[src/rtl/rmw_long_latency_tbl_if.sv]
// Table request/response bundle for rmw_long_latency_tbl, plus shared widths.
// master = cache side, slave = table side.
package rmw_long_latency_pkg;
  localparam int ID_W   = 4;
  localparam int WORD_W = 32;
  localparam int TAG_W  = 4;

  typedef logic [ID_W-1:0]   id_t;
  typedef logic [WORD_W-1:0] word_t;
  typedef logic [TAG_W-1:0]  tag_t;

  typedef struct packed {
    logic vld;
    id_t  id;
    tag_t tag;
  } rd_req_t;
endpackage

interface rmw_long_latency_tbl_if;
  import rmw_long_latency_pkg::*;

  logic  tbl_rd_r;
  id_t   tbl_rd_id_r;
  tag_t  tbl_rd_itag_r;
  logic  tbl_wr_r;
  id_t   tbl_wr_id_r;
  word_t tbl_wr_word_r;
  logic  tbl_rd_word_vld_r;
  word_t tbl_rd_word_r;
  tag_t  tbl_rd_ctag_r;
  logic  tbl_busy_r;

  modport master (
    output tbl_rd_r, tbl_rd_id_r, tbl_rd_itag_r,
    output tbl_wr_r, tbl_wr_id_r, tbl_wr_word_r,
    input  tbl_rd_word_vld_r, tbl_rd_word_r,
    input  tbl_rd_ctag_r, tbl_busy_r
  );

  modport slave (
    input  tbl_rd_r, tbl_rd_id_r, tbl_rd_itag_r,
    input  tbl_wr_r, tbl_wr_id_r, tbl_wr_word_r,
    output tbl_rd_word_vld_r, tbl_rd_word_r,
    output tbl_rd_ctag_r, tbl_busy_r
  );
endinterface

[src/rtl/rmw_long_latency_tbl.sv]
// Long-latency backing word table: reads answer LATENCY cycles later.
// Define RMW_LONG_LATENCY_TBL_WR_FWD_EN to forward a same-cycle write.
module rmw_long_latency_tbl
  import rmw_long_latency_pkg::*;
#(
  parameter int LATENCY = 8
) (
  input logic clk,
  input logic rst,
  rmw_long_latency_tbl_if.slave tbl
);

  localparam int DEPTH = 2**ID_W;

  word_t   mem_q [DEPTH];
  rd_req_t rd_in;
  rd_req_t last;
  logic    pipe_busy;
  word_t   rd_word_d;
  logic    vld_q;
  word_t   word_q;
  tag_t    ctag_q;
  logic    busy_q;

  // pack the incoming read request
  always_comb begin
    rd_in.vld = tbl.tbl_rd_r;
    rd_in.id  = tbl.tbl_rd_id_r;
    rd_in.tag = tbl.tbl_rd_itag_r;
  end

  // output register is the final stage; the
  // shift register holds the LATENCY-1 before it
  if (LATENCY == 1) begin : g_nopipe
    assign last      = rd_in;
    assign pipe_busy = 1'b0;
  end else begin : g_pipe
    rd_req_t pipe_q [LATENCY-1];

    // shift read requests toward the output stage
    always_ff @(posedge clk) begin
      if (rst) begin
        for (int i = 0; i < LATENCY-1; i++)
          pipe_q[i] <= '0;
      end else begin
        pipe_q[0] <= rd_in;
        for (int i = 1; i < LATENCY-1; i++)
          pipe_q[i] <= pipe_q[i-1];
      end
    end

    assign last = pipe_q[LATENCY-2];

    // any read still travelling the pipe
    always_comb begin
      pipe_busy = 1'b0;
      for (int i = 0; i < LATENCY-1; i++)
        pipe_busy = pipe_busy | pipe_q[i].vld;
    end
  end

  // table storage, cleared on reset
  always_ff @(posedge clk) begin
    if (rst) begin
      for (int i = 0; i < DEPTH; i++)
        mem_q[i] <= '0;
    end else if (tbl.tbl_wr_r) begin
      mem_q[tbl.tbl_wr_id_r] <= tbl.tbl_wr_word_r;
    end
  end

  // response word, optionally bypassing a same-cycle write
  always_comb begin
    rd_word_d = mem_q[last.id];
`ifdef RMW_LONG_LATENCY_TBL_WR_FWD_EN
    if (tbl.tbl_wr_r && (tbl.tbl_wr_id_r == last.id))
      rd_word_d = tbl.tbl_wr_word_r;
`else
    rd_word_d = mem_q[last.id];
`endif
  end

  // registered response and busy flag
  always_ff @(posedge clk) begin
    if (rst) begin
      vld_q  <= 1'b0;
      word_q <= '0;
      ctag_q <= '0;
      busy_q <= 1'b0;
    end else begin
      vld_q  <= last.vld;
      busy_q <= tbl.tbl_rd_r | pipe_busy;
      if (last.vld) begin
        word_q <= rd_word_d;
        ctag_q <= last.tag;
      end
    end
  end

  assign tbl.tbl_rd_word_vld_r = vld_q;
  assign tbl.tbl_rd_word_r     = word_q;
  assign tbl.tbl_rd_ctag_r     = ctag_q;
  assign tbl.tbl_busy_r        = busy_q;

endmodule
[src/flat_wrapper.sv]
// flat-port wrapper written by rule: the top's interface ports become plain ports
module rmw_long_latency_tbl_flat import rmw_long_latency_pkg::*;
#(
  parameter int LATENCY = 8
)
  (clk, rst, tbl_tbl_rd_r, tbl_tbl_rd_id_r, tbl_tbl_rd_itag_r, tbl_tbl_wr_r, tbl_tbl_wr_id_r, tbl_tbl_wr_word_r, tbl_tbl_rd_word_vld_r, tbl_tbl_rd_word_r, tbl_tbl_rd_ctag_r, tbl_tbl_busy_r);
  rmw_long_latency_tbl_if tbl_i ();
  input logic clk;
  input logic rst;
  input wire logic [$bits(tbl_i.tbl_rd_r)-1:0] tbl_tbl_rd_r;
  input wire logic [$bits(tbl_i.tbl_rd_id_r)-1:0] tbl_tbl_rd_id_r;
  input wire logic [$bits(tbl_i.tbl_rd_itag_r)-1:0] tbl_tbl_rd_itag_r;
  input wire logic [$bits(tbl_i.tbl_wr_r)-1:0] tbl_tbl_wr_r;
  input wire logic [$bits(tbl_i.tbl_wr_id_r)-1:0] tbl_tbl_wr_id_r;
  input wire logic [$bits(tbl_i.tbl_wr_word_r)-1:0] tbl_tbl_wr_word_r;
  output wire logic [$bits(tbl_i.tbl_rd_word_vld_r)-1:0] tbl_tbl_rd_word_vld_r;
  output wire logic [$bits(tbl_i.tbl_rd_word_r)-1:0] tbl_tbl_rd_word_r;
  output wire logic [$bits(tbl_i.tbl_rd_ctag_r)-1:0] tbl_tbl_rd_ctag_r;
  output wire logic [$bits(tbl_i.tbl_busy_r)-1:0] tbl_tbl_busy_r;
  assign tbl_i.tbl_rd_r = tbl_tbl_rd_r;
  assign tbl_i.tbl_rd_id_r = tbl_tbl_rd_id_r;
  assign tbl_i.tbl_rd_itag_r = tbl_tbl_rd_itag_r;
  assign tbl_i.tbl_wr_r = tbl_tbl_wr_r;
  assign tbl_i.tbl_wr_id_r = tbl_tbl_wr_id_r;
  assign tbl_i.tbl_wr_word_r = tbl_tbl_wr_word_r;
  assign tbl_tbl_rd_word_vld_r = tbl_i.tbl_rd_word_vld_r;
  assign tbl_tbl_rd_word_r = tbl_i.tbl_rd_word_r;
  assign tbl_tbl_rd_ctag_r = tbl_i.tbl_rd_ctag_r;
  assign tbl_tbl_busy_r = tbl_i.tbl_busy_r;
  rmw_long_latency_tbl #(.LATENCY(LATENCY)) u_core (.clk(clk), .rst(rst), .tbl(tbl_i));
endmodule
[config.mk]
export PLATFORM = sky130hd
export DESIGN_NAME = rmw_long_latency_tbl_flat
export DESIGN_NICKNAME = d
export VERILOG_FILES = /design/src/rtl/rmw_long_latency_tbl_if.sv /design/src/rtl/rmw_long_latency_tbl.sv /design/src/flat_wrapper.sv
export SDC_FILE = /design/constraint.sdc
export NUM_CORES = 1
export LEC_CHECK = 0
export CORE_MARGIN = 4
export CORE_UTILIZATION = 40
export DETAILED_ROUTE_END_ITERATION = 8
export SYNTH_ARGS = -nofsm -noshare
export SYNTH_HDL_FRONTEND = slang
export SYNTH_SLANG_ARGS = --single-unit
[constraint.sdc]
create_clock -name clk -period 2.1 [get_ports clk]
set_clock_uncertainty 0.2 [all_clocks]
set_input_delay 0.21 -clock clk [delete_from_list [all_inputs] [get_ports clk]]
set_output_delay 0.21 -clock clk [all_outputs]
set_load 0.05 [all_outputs]
# After elaboration in Yosys (flattened, before gate mapping)

Memory sizes are Yosys's and may differ from the RTL's. A register that Yosys moved wholly into a read port is not among the register bits.
Index checks and enable logic that the tools add are counted.

Bits in registers: 6
Memory bits (writable): 575
Bits of input ports: 48
Word-level logic and storage cells: 36
Memories kept: 2

Muxes and demuxes: 16
Bitwise logic cells: 14
Reductions and logical operators: 1

Memories:

| memory               | depth | bits a word | rd ports | clocked after Yosys merged registers in | wr ports | line                       | text |
|---|---|---|---|---|---|---|---|
| u_core.mem_q         | 16    | 32          | 1        | 1                                       | 16       | rmw_long_latency_tbl.sv:15 | `word_t mem_q [DEPTH];` |
| u_core.g_pipe.pipe_q | 7     | 9           | 7        | 0                                       | 7        | rmw_long_latency_tbl.sv:38 | `rd_req_t pipe_q [LATENCY-1];` |

Operators by type and width:

| operator          | number |
|---|---|
| $mux W9           | 7 |
| $mux W32          | 1 |
| $reduce_or A32 Y1 | 1 |
| $or A1 B1 Y1      | 14 |
| $mux W1           | 7 |
| $mux W4           | 1 |

# Depth between registers and ports, before layout

Gate-level depths: netlist (run 1).

Depth in word-level cells: 7
Depth in mapped cells: 7

# Least setup slack after synthesis (run 1)

No wires, ideal clock.

Path kind: input port to flip-flop
Start: in rst
End: mem u_core.mem_q[9][0] (netlist name) (enable)
Library setup time: 391 ps
Arrival time: 1657 ps
Path slack: -148 ps
Stages on the path: 5
Path through: buf_2 nor3b_2 nand2_1 nor2_1 or2_1

RTL lines:

| what        | line                       | text |
|---|---|---|
| from (decl) | flat_wrapper.sv:9          | `input logic rst;` |
| to (decl)   | rmw_long_latency_tbl.sv:15 |  |

==> results of run 1 <==
## repair_timing
item,CTS,global route
hold endpoints to repair,19,0
setup endpoints to repair,36,20
gates resized for setup,36,4
pin swaps,0,0
hold buffers,10,0
## cells in the mapped netlist, drive strengths merged
master   count
edfxtp     512
dfxtp      101
or2         16
mux2i      260
nor3         4
nand3b       1
nand3       96
clkbuf     103
nor3b        1
and2       513
nand2       98
a22oi       64
nand4bb      1
nand2b       3
nor4         2
buf         54
nor2b       66
nor2        18
or3b         1
a21oi       65
nand4b       1
## metal layers
metal / vias up / wire length [um] / share of wire
met5: - / 0 / 0
met4: 0 / 2020 / 0.031
met3: 109 / 2660 / 0.041
met2: 355 / 33700 / 0.51
met1: 7797 / 27100 / 0.41
li1: 7219 / - / -
## sequential cells by signal, indices dropped and copies added (netlist names)
register and flops:
u_core.g_pipe.pipe_q 63, u_core.mem_q 512, u_core.tbl.tbl_busy_r 1, u_core.tbl.tbl_rd_ctag_r 4, u_core.tbl.tbl_rd_word_r 32, u_core.tbl.tbl_rd_word_vld_r 1
## cell families (layout without fill, tap and decap cells)
group | after synthesis | count (layout)
AOI/OAI and AO/OA | 129 | 129
buffers and inverters | 157 | 335
DFF | 613 | 613
muxes | 260 | 260
and+or+nand+nor | 821 | 821
## worst min path at each step
| stage | end | slack, ps | cells past startpoint |
|---|---|---|---|
| finish | u_core.g_pipe.pipe_q[0][51]$_SDFF_PP0_ | 230 | 1 |
| global route | u_core.g_pipe.pipe_q[0][37]$_SDFF_PP0_ | 240 | 1 |
| CTS | u_core.g_pipe.pipe_q[0][14]$_SDFF_PP0_ | 230 | 1 |
| detailed placement | u_core.g_pipe.pipe_q[0][37]$_SDFF_PP0_ | 220 | 1 |
| global placement | u_core.g_pipe.pipe_q[0][51]$_SDFF_PP0_ | 220 | 1 |
| floorplan | u_core.g_pipe.pipe_q[0][0]$_SDFF_PP0_ | 140 | 1 |
## critical path: cells and delay by family (launching register included)
| kind | cells | cell delay, ps |
|---|---|---|
| buffers and inverters | 2 | 500 |
| DFF | 1 | 470 |
| AOI/OAI and AO/OA | 1 | 140 |
| and+or+nand+nor | 2 | 230 |
| muxes | 1 | 320 |
## area by class of cell
cell class              instances  area share
multi-input cells            1210       0.266
flip-flops and latches        613       0.559
clock inverters                29     0.00627
clock buffers                  92      0.0592
well taps                     855      0.0344
repair buffers                214      0.0755
## per-stage QoR
step                utilization  instance area [um^2]  power [mW]
detailed placement        0.449                 29000        15.4
CTS                       0.481                 31100        26.5
floorplan                     -                 26200        14.7
global route              0.481                 31100        27.1
global placement          0.449                 29000        15.4
finish                    0.481                 31100        26.2
## power by group
group	internal (mW)	leakage (nW)	switching, mW
clock	6.30	1.01	4.73
sequential	13.8	5.70	0.166
combinational	0.475	4.27	0.743
==> flow_metrics.env, run 1 <==
export IMPL_yosysTopAreaCell="edfxtp_1"
export IMPL_regArea_mm2=0.0174
export IMPL_fillerInstances=5730
export IMPL_min_from="u_core.g_pipe.pipe_q[0][42]$_SDFF_PP0_"
export IMPL_grt_pass1_vias=16044
export IMPL_synthTopCellsByArea="edfxtp_1 (59%), and2_1 (12%), mux2i_1 (9.9%)"
export IMPL_n_antenna_cell=0
export IMPL_fin_nets=2154
export IMPL_slowest_stage="dfxtp_4"
export IMPL_dieArea_mm2=0.0698
export IMPL_r2r_slack_ps=90
export IMPL_globalRouteMet3Util=0.0291
export IMPL_avgSynthCellArea_um2=13.3
export IMPL_die_y_um=264
export IMPL_pin_count=86
export IMPL_die_w_um=264
export IMPL_drv_slew=0
export IMPL_setup_viol=0
export IMPL_start_util=0.406
export IMPL_path_clk_slew_ps=60
export IMPL_ant_nets=0
export IMPL_final_cell_mix="and2_1 (512), edfxtp_1 (512), mux2i_1 (260)"
export IMPL_drive_gt1_frac=0.120
export IMPL_ys_seq_area_frac=0.663
export IMPL_synth_mux_area_fraction=0.0992
export IMPL_required_ps=2390
export IMPL_hold_violations=0
export IMPL_r2r_start="u_core.g_pipe.pipe_q[0][60]$_SDFF_PP0_"
export IMPL_worst_r2r_cell_count=6
export IMPL_met2_usage=0.331
export IMPL_first_pass_iters=5
export IMPL_stdcell_count=3013
export IMPL_grt_max_degree=65
export IMPL_rsz0062_at_grt="false"
export IMPL_multi_input_area_mm2=0.00827
export IMPL_synth_fa_ha_area_frac=0
export IMPL_fin_hold_ws_ps=229
export IMPL_synth_top_area_frac=0.586
export IMPL_slowest_delay_ps=470
export IMPL_fin_crit_sh=0.955
export IMPL_synth_compound_area_frac=0.0307
export IMPL_status="finished clean"
export IMPL_wl_per_cell_um=21.7
export IMPL_cts_buffer_depth=3
export IMPL_grt_use_met1=0.233
export IMPL_synth_cells=1980
export IMPL_fmax_mhz=499
export IMPL_worstMarginPinSlew_ps=628
export IMPL_cap_violations=0
export IMPL_viasPerCell=5.14
export IMPL_ys_ff_latch=613
export IMPL_worstSetupEndpointType="flip-flop"
export IMPL_yosys_warnings=0
export IMPL_drt_iter0_markers=1129
export IMPL_rows=93
export IMPL_antenna_found_initial=1
export IMPL_crit_path_start_kind="flip-flop"
export IMPL_synth_fp_nets=2028
export IMPL_coreArea_mm2=0.0647
export IMPL_p_per_area_mw_per_mm2=841
export IMPL_wirelength_um=65400
export IMPL_relSlewSlack=0.580
export IMPL_cts_tree="built"
export IMPL_timing_final_ws_setup_ps=94.5
export IMPL_cts_setup_buffers=0
export IMPL_pre_cts_slack_ps=-321
export IMPL_crit_end="u_core.tbl.tbl_rd_word_r[22]$_SDFFE_PP0P_"
export IMPL_routed_via_count=15480
export IMPL_setup_tns_ps=0
export IMPL_finalWorstPathRequiredPeriod_ps=2010
export IMPL_cellLeakagePower_nw=11.0
export IMPL_yosys_area_share_simple=0.181
export IMPL_netlist_area_mm2=0.0262
export IMPL_cts_root_buf="clkbuf_16"
export IMPL_area_growth_pct=18.6
export IMPL_ir_drop_mv=0.620
export IMPL_grt_busiest_layer="met2"
export IMPL_worstPathCellList="buf_12, buf_4, mux2i_1, a22oi_1, nand3_1, nand3_1"
export IMPL_place_congestion=0.788
export IMPL_clk_latency_ps=610
export IMPL_grtUsageTotal=0.186
export IMPL_place_hpwl_um=41300
export IMPL_synth_xor_area_share=0
export IMPL_r2r_end="u_core.tbl.tbl_rd_word_r[22]$_SDFFE_PP0P_"
export IMPL_yosysUniqueCellTypes=26
export IMPL_path_class="reg2reg"
export IMPL_grt_first_pass_wirelength_um=98900
export IMPL_synth_top_family_by_area="simple AND/OR/NAND/NOR gates"
export IMPL_post_place_cells=2882
export IMPL_critPathMaxFanout=23
export IMPL_htreeDepth=3
export IMPL_critPathLaunch="u_core.g_pipe.pipe_q[0][60]$_SDFF_PP0_"
export IMPL_io_buffers=85
export IMPL_crit_arrival_ps=2290
export IMPL_globalRoute_totalOverflow=0
export IMPL_cts_sinks=613
export IMPL_crit_top_cell="nand3_1"
export IMPL_drc_errors=0
export IMPL_hold_class="reg2reg"
export IMPL_cts_buffers=67
No activity file was read; power rests on OpenSTA's default activity.
==> inputs of run 2 (changes only) <==
--- a/config.mk
+++ b/config.mk
@@ -8,6 +8,7 @@
 export CORE_MARGIN = 4
 export CORE_UTILIZATION = 40
 export DETAILED_ROUTE_END_ITERATION = 8
+export SLEW_MARGIN = 15
 export SYNTH_ARGS = -nofsm -noshare
 export SYNTH_HDL_FRONTEND = slang
 export SYNTH_SLANG_ARGS = --single-unit
==> results of run 2 <==
Same layout as run 1: the final DEF is identical, and so are final timing and power.
==> inputs of run 3 (changes only) <==
--- a/config.mk
+++ b/config.mk
@@ -5,6 +5,7 @@
 export SDC_FILE = /design/constraint.sdc
 export NUM_CORES = 1
 export LEC_CHECK = 0
+export ABC_AREA = 1
 export CORE_MARGIN = 4
 export CORE_UTILIZATION = 40
 export DETAILED_ROUTE_END_ITERATION = 8
==> run 3 against run 2 <==
Power up 2.0%. Worst setup slack gained 11 ps. Combinational power is 15% higher. Utilization shrank 0.13 points. Maximum frequency rose by 0.54%. Critical path depth down 5. Flip-flop and latch count unchanged. Worst hold slack got worse by 31 ps. Sequential power barely moved. Critical endpoint is now tbl_tbl_rd_word_r[7]. Largest power group unchanged. Highest routed layer unchanged.
==> flow_metrics.env, run 3 <==
export IMPL_cts_setup_buffers=0
export IMPL_synthTopCellsByArea="edfxtp_1 (59%), nand2_1 (10%), nor2_1 (9.4%)"
export IMPL_worstPathCellList="dlygate4sd2_1"
export IMPL_layout_commonest_cell="nand2_1"
export IMPL_r2r_slack_ps=120
export IMPL_hold_class="reg2reg"
export IMPL_worst_r2r_cell_count=9
export IMPL_yosys_warnings=0
export IMPL_worstSetupEndpointType="primary output"
export IMPL_wl_per_cell_um=19.4
export IMPL_globalRoute_totalOverflow=0
export IMPL_drc_errors=0
export IMPL_critPathMaxFanout=2
export IMPL_yosysUniqueCellTypes=15
export IMPL_path_clk_slew_ps=60
export IMPL_pin_count=86
export IMPL_die_y_um=263
export IMPL_synth_xor_area_share=0
export IMPL_n_antenna_cell=0
export IMPL_relSlewSlack=0.572
export IMPL_required_ps=1690
export IMPL_holdPathEnd="u_core.g_pipe.pipe_q[0][19]$_SDFF_PP0_"
export IMPL_fillerInstances=5988
export IMPL_synth_fp_nets=2789
export IMPL_synthFlopType="edfxtp_1"
export IMPL_coreArea_mm2=0.0645
export IMPL_place_congestion=0.840
export IMPL_synth_top_family_by_area="simple AND/OR/NAND/NOR gates"
export IMPL_routed_via_count=19452
export IMPL_cts_buffer_depth=3
export IMPL_synth_cells=2741
export IMPL_wirelength_um=72300
export IMPL_ant_nets=0
export IMPL_path_class="reg2out"
export IMPL_holdPathStages=2
export IMPL_highest_layer="met4"
export IMPL_timing_final_ws_setup_ps=105
export IMPL_met3_length_um=5830
export IMPL_critical_path_top_delay_family="buffers and inverters"
export IMPL_synth_compound_area_frac=0.000959
export IMPL_cellLeakagePower_nw=12.5
export IMPL_rsz0062_at_grt="false"
export IMPL_yosys_area_share_simple=0.277
export IMPL_htreeDepth=2
export IMPL_final_cell_mix="nand2_1 (690), nor2_1 (651), edfxtp_1 (512)"
export IMPL_crit_arrival_ps=1580
export IMPL_cts_tree="built"
export IMPL_fmax_mhz=501
export IMPL_synth_top_area_frac=0.589
export IMPL_cap_violations=0
export IMPL_yosysTopAreaCell="edfxtp_1"
export IMPL_area_growth_pct=18.6
export IMPL_regArea_mm2=0.0174
export IMPL_p_per_area_mw_per_mm2=863
export IMPL_slowest_stage="dlygate4sd2_1"
export IMPL_r2r_end="u_core.tbl.tbl_rd_word_r[28]$_SDFFE_PP0P_"
export IMPL_synth_mux_area_fraction=0
export IMPL_antenna_found_initial=0
export IMPL_clk_latency_ps=650
export IMPL_viasPerCell=5.22
export IMPL_grt_max_degree=98
export IMPL_io_buffers=85
export IMPL_r2r_start="u_core.g_pipe.pipe_q[0][59]$_SDFF_PP0_"
export IMPL_cts_buffers=60
export IMPL_yosysMostFrequentCell="nand2_1"
export IMPL_pre_cts_slack_ps=-235
export IMPL_synth_async_reset_ratio=0
export IMPL_cp_num_cells=1
export IMPL_start_util=0.405
export IMPL_critical_path_buf_inv_count=1
export IMPL_fin_nets=2872
export IMPL_ir_drop_mv=0.707
export IMPL_status="finished clean"
export IMPL_grtUsageTotal=0.204
export IMPL_cts_root_buf="clkbuf_16"
export IMPL_first_pass_iters=7
export IMPL_avgSynthCellArea_um2=9.52
export IMPL_finalPower_mw=26.7
export IMPL_drive_gt1_frac=0.0856
export IMPL_min_from="u_core.g_pipe.pipe_q[0][10]$_SDFF_PP0_"
export IMPL_grt_first_pass_wirelength_um=110000
export IMPL_multi_input_area_mm2=0.00729
export IMPL_finalWorstPathRequiredPeriod_ps=1990
export IMPL_place_hpwl_um=45000
export IMPL_netlist_area_mm2=0.0261
export IMPL_largest_reg_flops=512
export IMPL_drv_slew=0
export IMPL_grt_pass1_vias=18825
export IMPL_crit_path_start_kind="flip-flop"
export IMPL_slowest_delay_ps=570
export IMPL_ys_ff_latch=613
export IMPL_cts_sinks=613
export IMPL_die_w_um=263
export IMPL_rows=93
export IMPL_dieArea_mm2=0.0694
export IMPL_largest_register="u_core.mem_q"
export IMPL_met2_length_um=34800
export IMPL_hold_violations=0
export IMPL_wl_met1_um=30100
export IMPL_fin_crit_sh=0.950
export IMPL_setup_viol=0
export IMPL_synth_fa_ha_area_frac=0
export IMPL_drt_iter0_markers=1719
export IMPL_synth_edff_count=512
export IMPL_ys_seq_area_frac=0.667
export IMPL_synthTopCellsByCount="nand2_1 (706), nor2_1 (651), edfxtp_1 (512)"
export IMPL_worstMarginPinSlew_ps=641
run 3: changes by cell type after synthesis, moves of 135 or more:
cell     before  now
mux2i_1     260    0
and2_1      513    0
nand3_1      96  416
nand2_1      98  706
nor2_1       17  651
inv_1         0  135
run 3: logic make-up after synthesis:
| kind of cell | Yosys count |
|---|---|
| buf+inv | 344 |
| flops | 613 |
| simple gates | 1779 |
| compound gates | 5 |
run 3: what timing repair did:
item / CTS / global route
resized for setup: 34 / 0
hold endpoints to repair: 76 / 0
hold buffers: 18 / 0
setup endpoints to repair: 34 / 0
run 3: where the power goes:
part           internal (mW)  switching (mW)  leakage, nW
logic                  0.458           0.940         5.79
clock network           6.73            4.65         1.03
registers               13.8           0.168         5.70
total                   20.9            5.76         12.5
run 3: worst max-delay path by stage:
stage,startpoint,to,slack (ps)
finish,u_core.tbl.tbl_rd_word_r[7]$_SDFFE_PP0P_,tbl_tbl_rd_word_r[7],110
global route,u_core.g_pipe.pipe_q[0][59]$_SDFF_PP0_,u_core.tbl.tbl_rd_word_r[5]$_SDFFE_PP0P_,20
CTS,u_core.tbl.tbl_rd_word_r[7]$_SDFFE_PP0P_,tbl_tbl_rd_word_r[7],50
detailed placement,tbl_tbl_wr_id_r[0],u_core.mem_q[15][22]$_SDFFCE_PN0P_,-230
global placement,tbl_tbl_wr_id_r[0],u_core.mem_q[3][27]$_SDFFCE_PN0P_,-290
floorplan,rst,u_core.mem_q[13][0]$_SDFFCE_PN0P_,-250
run 3: metal layers:
| layer | up-vias | global-route usage |
|---|---|---|
| met3 | 99 | 0.0344 |
| met5 | - | 0 |
| met4 | 0 | 0.0497 |
| met2 | 750 | 0.341 |
| met1 | 9513 | 0.280 |
| li1 | 9090 | - |
run 3: area by class of cell:
type | instances | area share
Timing Repair Buffer | 227 | 0.0819
Multi-Input combinational cell | 1784 | 0.236
Inverter | 138 | 0.0170
Clock inverter | 45 | 0.0184
Clock buffer | 68 | 0.0495
Sequential cell | 613 | 0.563
Tap cell | 855 | 0.0346
run 3: metrics by stage:
step                cell area, um^2  TNS (ps)  hold slack [ps]   util  cells
floorplan                     26100    -47220              117      -   2741
global placement              28700   -159690              189  0.445   3599
detailed placement            28700   -141470              191  0.445   3599
CTS                           30900         0              197  0.480   3730
global route                  30900         0              206  0.480   3730
finish                        30900         0              198  0.480   3730
==> edit (settings of run 1) <==
`LATENCY` is set to 8 in 2 places; all go to 4.
--- a/src/rtl/rmw_long_latency_tbl.sv
+++ b/src/rtl/rmw_long_latency_tbl.sv
@@ -4,5 +4,5 @@
   import rmw_long_latency_pkg::*;
 #(
-  parameter int LATENCY = 8
+  parameter int LATENCY = 4
 ) (
   input logic clk,
--- a/src/flat_wrapper.sv
+++ b/src/flat_wrapper.sv
@@ -2,5 +2,5 @@
 module rmw_long_latency_tbl_flat import rmw_long_latency_pkg::*;
 #(
-  parameter int LATENCY = 8
+  parameter int LATENCY = 4
 )
   (clk, rst, tbl_tbl_rd_r, tbl_tbl_rd_id_r, tbl_tbl_rd_itag_r, tbl_tbl_wr_r, tbl_tbl_wr_id_r, tbl_tbl_wr_word_r, tbl_tbl_rd_word_vld_r, tbl_tbl_rd_word_r, tbl_tbl_rd_ctag_r, tbl_tbl_busy_r);
Check against the original RTL: same outputs for any inputs over 4 cycles, from zero or initial values and one cycle with rst high; that may be too few to reach the edited logic, so the function may still have changed.
==> edit against run 1 <==
The flow now finishes with violations (negative setup slack); largest power group unchanged; global-route usage is 1.2 points higher; final area shrank 2.7%; total power shrank 3.2%; critical path depth up 2; routed wire length up 2.3%; area after synthesis fell by 3.8%; critical endpoint is now u_core.mem_q[13][13]; sequential cell count is 36 lower; setup slack got worse by 110 ps.
==> edit: results (changes against run 1) <==
* Outcome: finished, violations left
- The final reports fail on negative setup slack.
* Fraction of the yosys area taken by sequential cells: 66.0% (-0.27 points)
- Post-DP HPWL: 41500 um (+0.50%)
- The ratio of cells with drive above 1 in the final layout was 12.2% (+0.22 points).
- The proportion of final cell area spent on non-clock buffers came to 8.58% (+1.0 points).
* Static Leakage: 0.0108 uW (-1.9%)
- The path with the worst hold slack has its endpoint at u_core.g_pipe.pipe_q[0][15].
- Number of unique standard cell types used by synthesis: 24 (-7.7%)
- Non-clock buffer count: 227 (+6.1%)
- Tracing the worst setup path back leads to its startpoint at rst.
- The number of antenna repair diodes came to 2 (+2).
* Switching power as a share of total power: 21.5% (-0.023 points)
- The number of clock buffers inserted by TritonCTS is 58 (-13%).
* First-pass GRT wire length: 99900 um (+0.99%)
* Hold wc startpoint: u_core.g_pipe.pipe_q[0][6]
* Synth-to-layout area growth: 19.9%
- The fraction of area in multi-input gates was 26.5% (-0.038 points).
- Post-Layout Cell Count: 2925 (-2.9%)
- The register area was 16700 um^2 (-4.1%).
* Max VDD drop: 0.585 mV (-5.7%)
- Number of core rows: 91 (-2.2%)
- The number of placed cells counting well taps is 2793 (-3.1%).
- The number of failing setup endpoints in the final timing report was 1 (+1).
* H-Tree Depth: 2 (-1)
- R2R Path End: u_core.tbl.tbl_rd_word_r[0]
* Setup TNS Final: -15.3 ps (-15.3 ps)
* All-Layer GR Usage: 19.8% (+1.2 points)
- The final-layout worst hold slack is 235 ps (+6.12 ps).
- Syn nets: 1951 (-3.8%)
- Most used standard cells in the synthesized netlist: 513 x and2_1, 512 x edfxtp_1, 260 x mux2i_1
- Proportion of cell area spent on the clock network: 6.36% (-0.19 points)
- Arrival @ worst endpoint: 2380 ps (+90 ps)
- Slack of the worst reg-to-reg path: 170 ps (+80 ps)
- PnR worst setup slack: -15.3 ps (-110 ps)
- The startpoint identified for the worst register-to-register timing path is u_core.g_pipe.pipe_q[0][24].
- Count of multi-input gates: 1173 (-3.1%)
* Fill cell count: 5339 (-6.8%)
- The number of DRC violations after detailed-routing iteration 0 is 1167 (+3.4%).
- The routability-driven placement congestion ratio came to 0.789 (about the same).
- The count of clock-net buffers in the final layout is 79 (-14%).
- The worst setup slack after placement came to -212 ps (+109 ps).
- Sorting the synthesized cells by area gives the leading types as edfxtp_1 61%, and2_1 13%, mux2i_1 10%.
- Pin count of the biggest net entering global routing: 47 (-28%)
- Initial antenna violation count: 2 (+1)
- The count of nets after finishing came to 2085 (-3.2%).
edit: changes by cell type in the layout (fill, tap and decap cells not counted), sizes merged, moves of 2 or more:
| cell | before | now |
|---|---|---|
| bufinv | 1 | 7 |
| inv | 7 | 2 |
| diode | 0 | 2 |
| clkbuf | 92 | 79 |
| dlygate4sd2 | 36 | 38 |
| nor2b | 66 | 30 |
| dlygate4sd3 | 10 | 13 |
| dfxtp | 101 | 65 |
| buf | 122 | 130 |
edit: how the worst max path moves through the flow:
stage,end
final,u_core.mem_q[13][13]
after CTS,u_core.mem_q[13][10]
after global routing,u_core.mem_q[13][13]
after floorplan,u_core.mem_q[6][0]
after global placement,u_core.mem_q[5][11]
after detailed placement,u_core.mem_q[5][8]
edit: power groups by stage:
stage | sequential (uW) | combinational [uW] | clock (uW)
after floorplan | 13500 | 733 | 0
after global placement | 13500 | 1590 | 0
after detailed placement | 13500 | 1610 | 0
after CTS | 13300 | 1620 | 10700
after global routing | 13300 | 1730 | 11200
final | 13300 | 1610 | 10500
edit: per-layer routing:
layer,track usage [%],vias to the layer above,part of all wire [%]
li1,-,7024,-
met1,26.3,7645,43
met2,33.9,372,50
met3,2.64,111,4.8
met4,6.24,0,2.8
met5,0,-,0
edit: logic make-up after synthesis:
family / share of synthesized area [%]
buffers and inverters: 2.55
and+or+nand+nor: 17.9
muxes: 10.3
DFF: 66.0
AOI/OAI and AO/OA: 3.17
edit: critical path, cell delays in order:
cell and delay, ps:
dlygate4sd3_1 540, buf_2 210, buf_4 200, nand4b_1 170, buf_4 190, nor2_2 190, buf_4 430, and2_1 220
edit: timing repair:
action,4_1_cts,5_1_grt
gates resized for setup,38,0
hold endpoints to repair,33,0
hold buffers,13,0
setup buffers,0,8
setup endpoints to repair,38,11
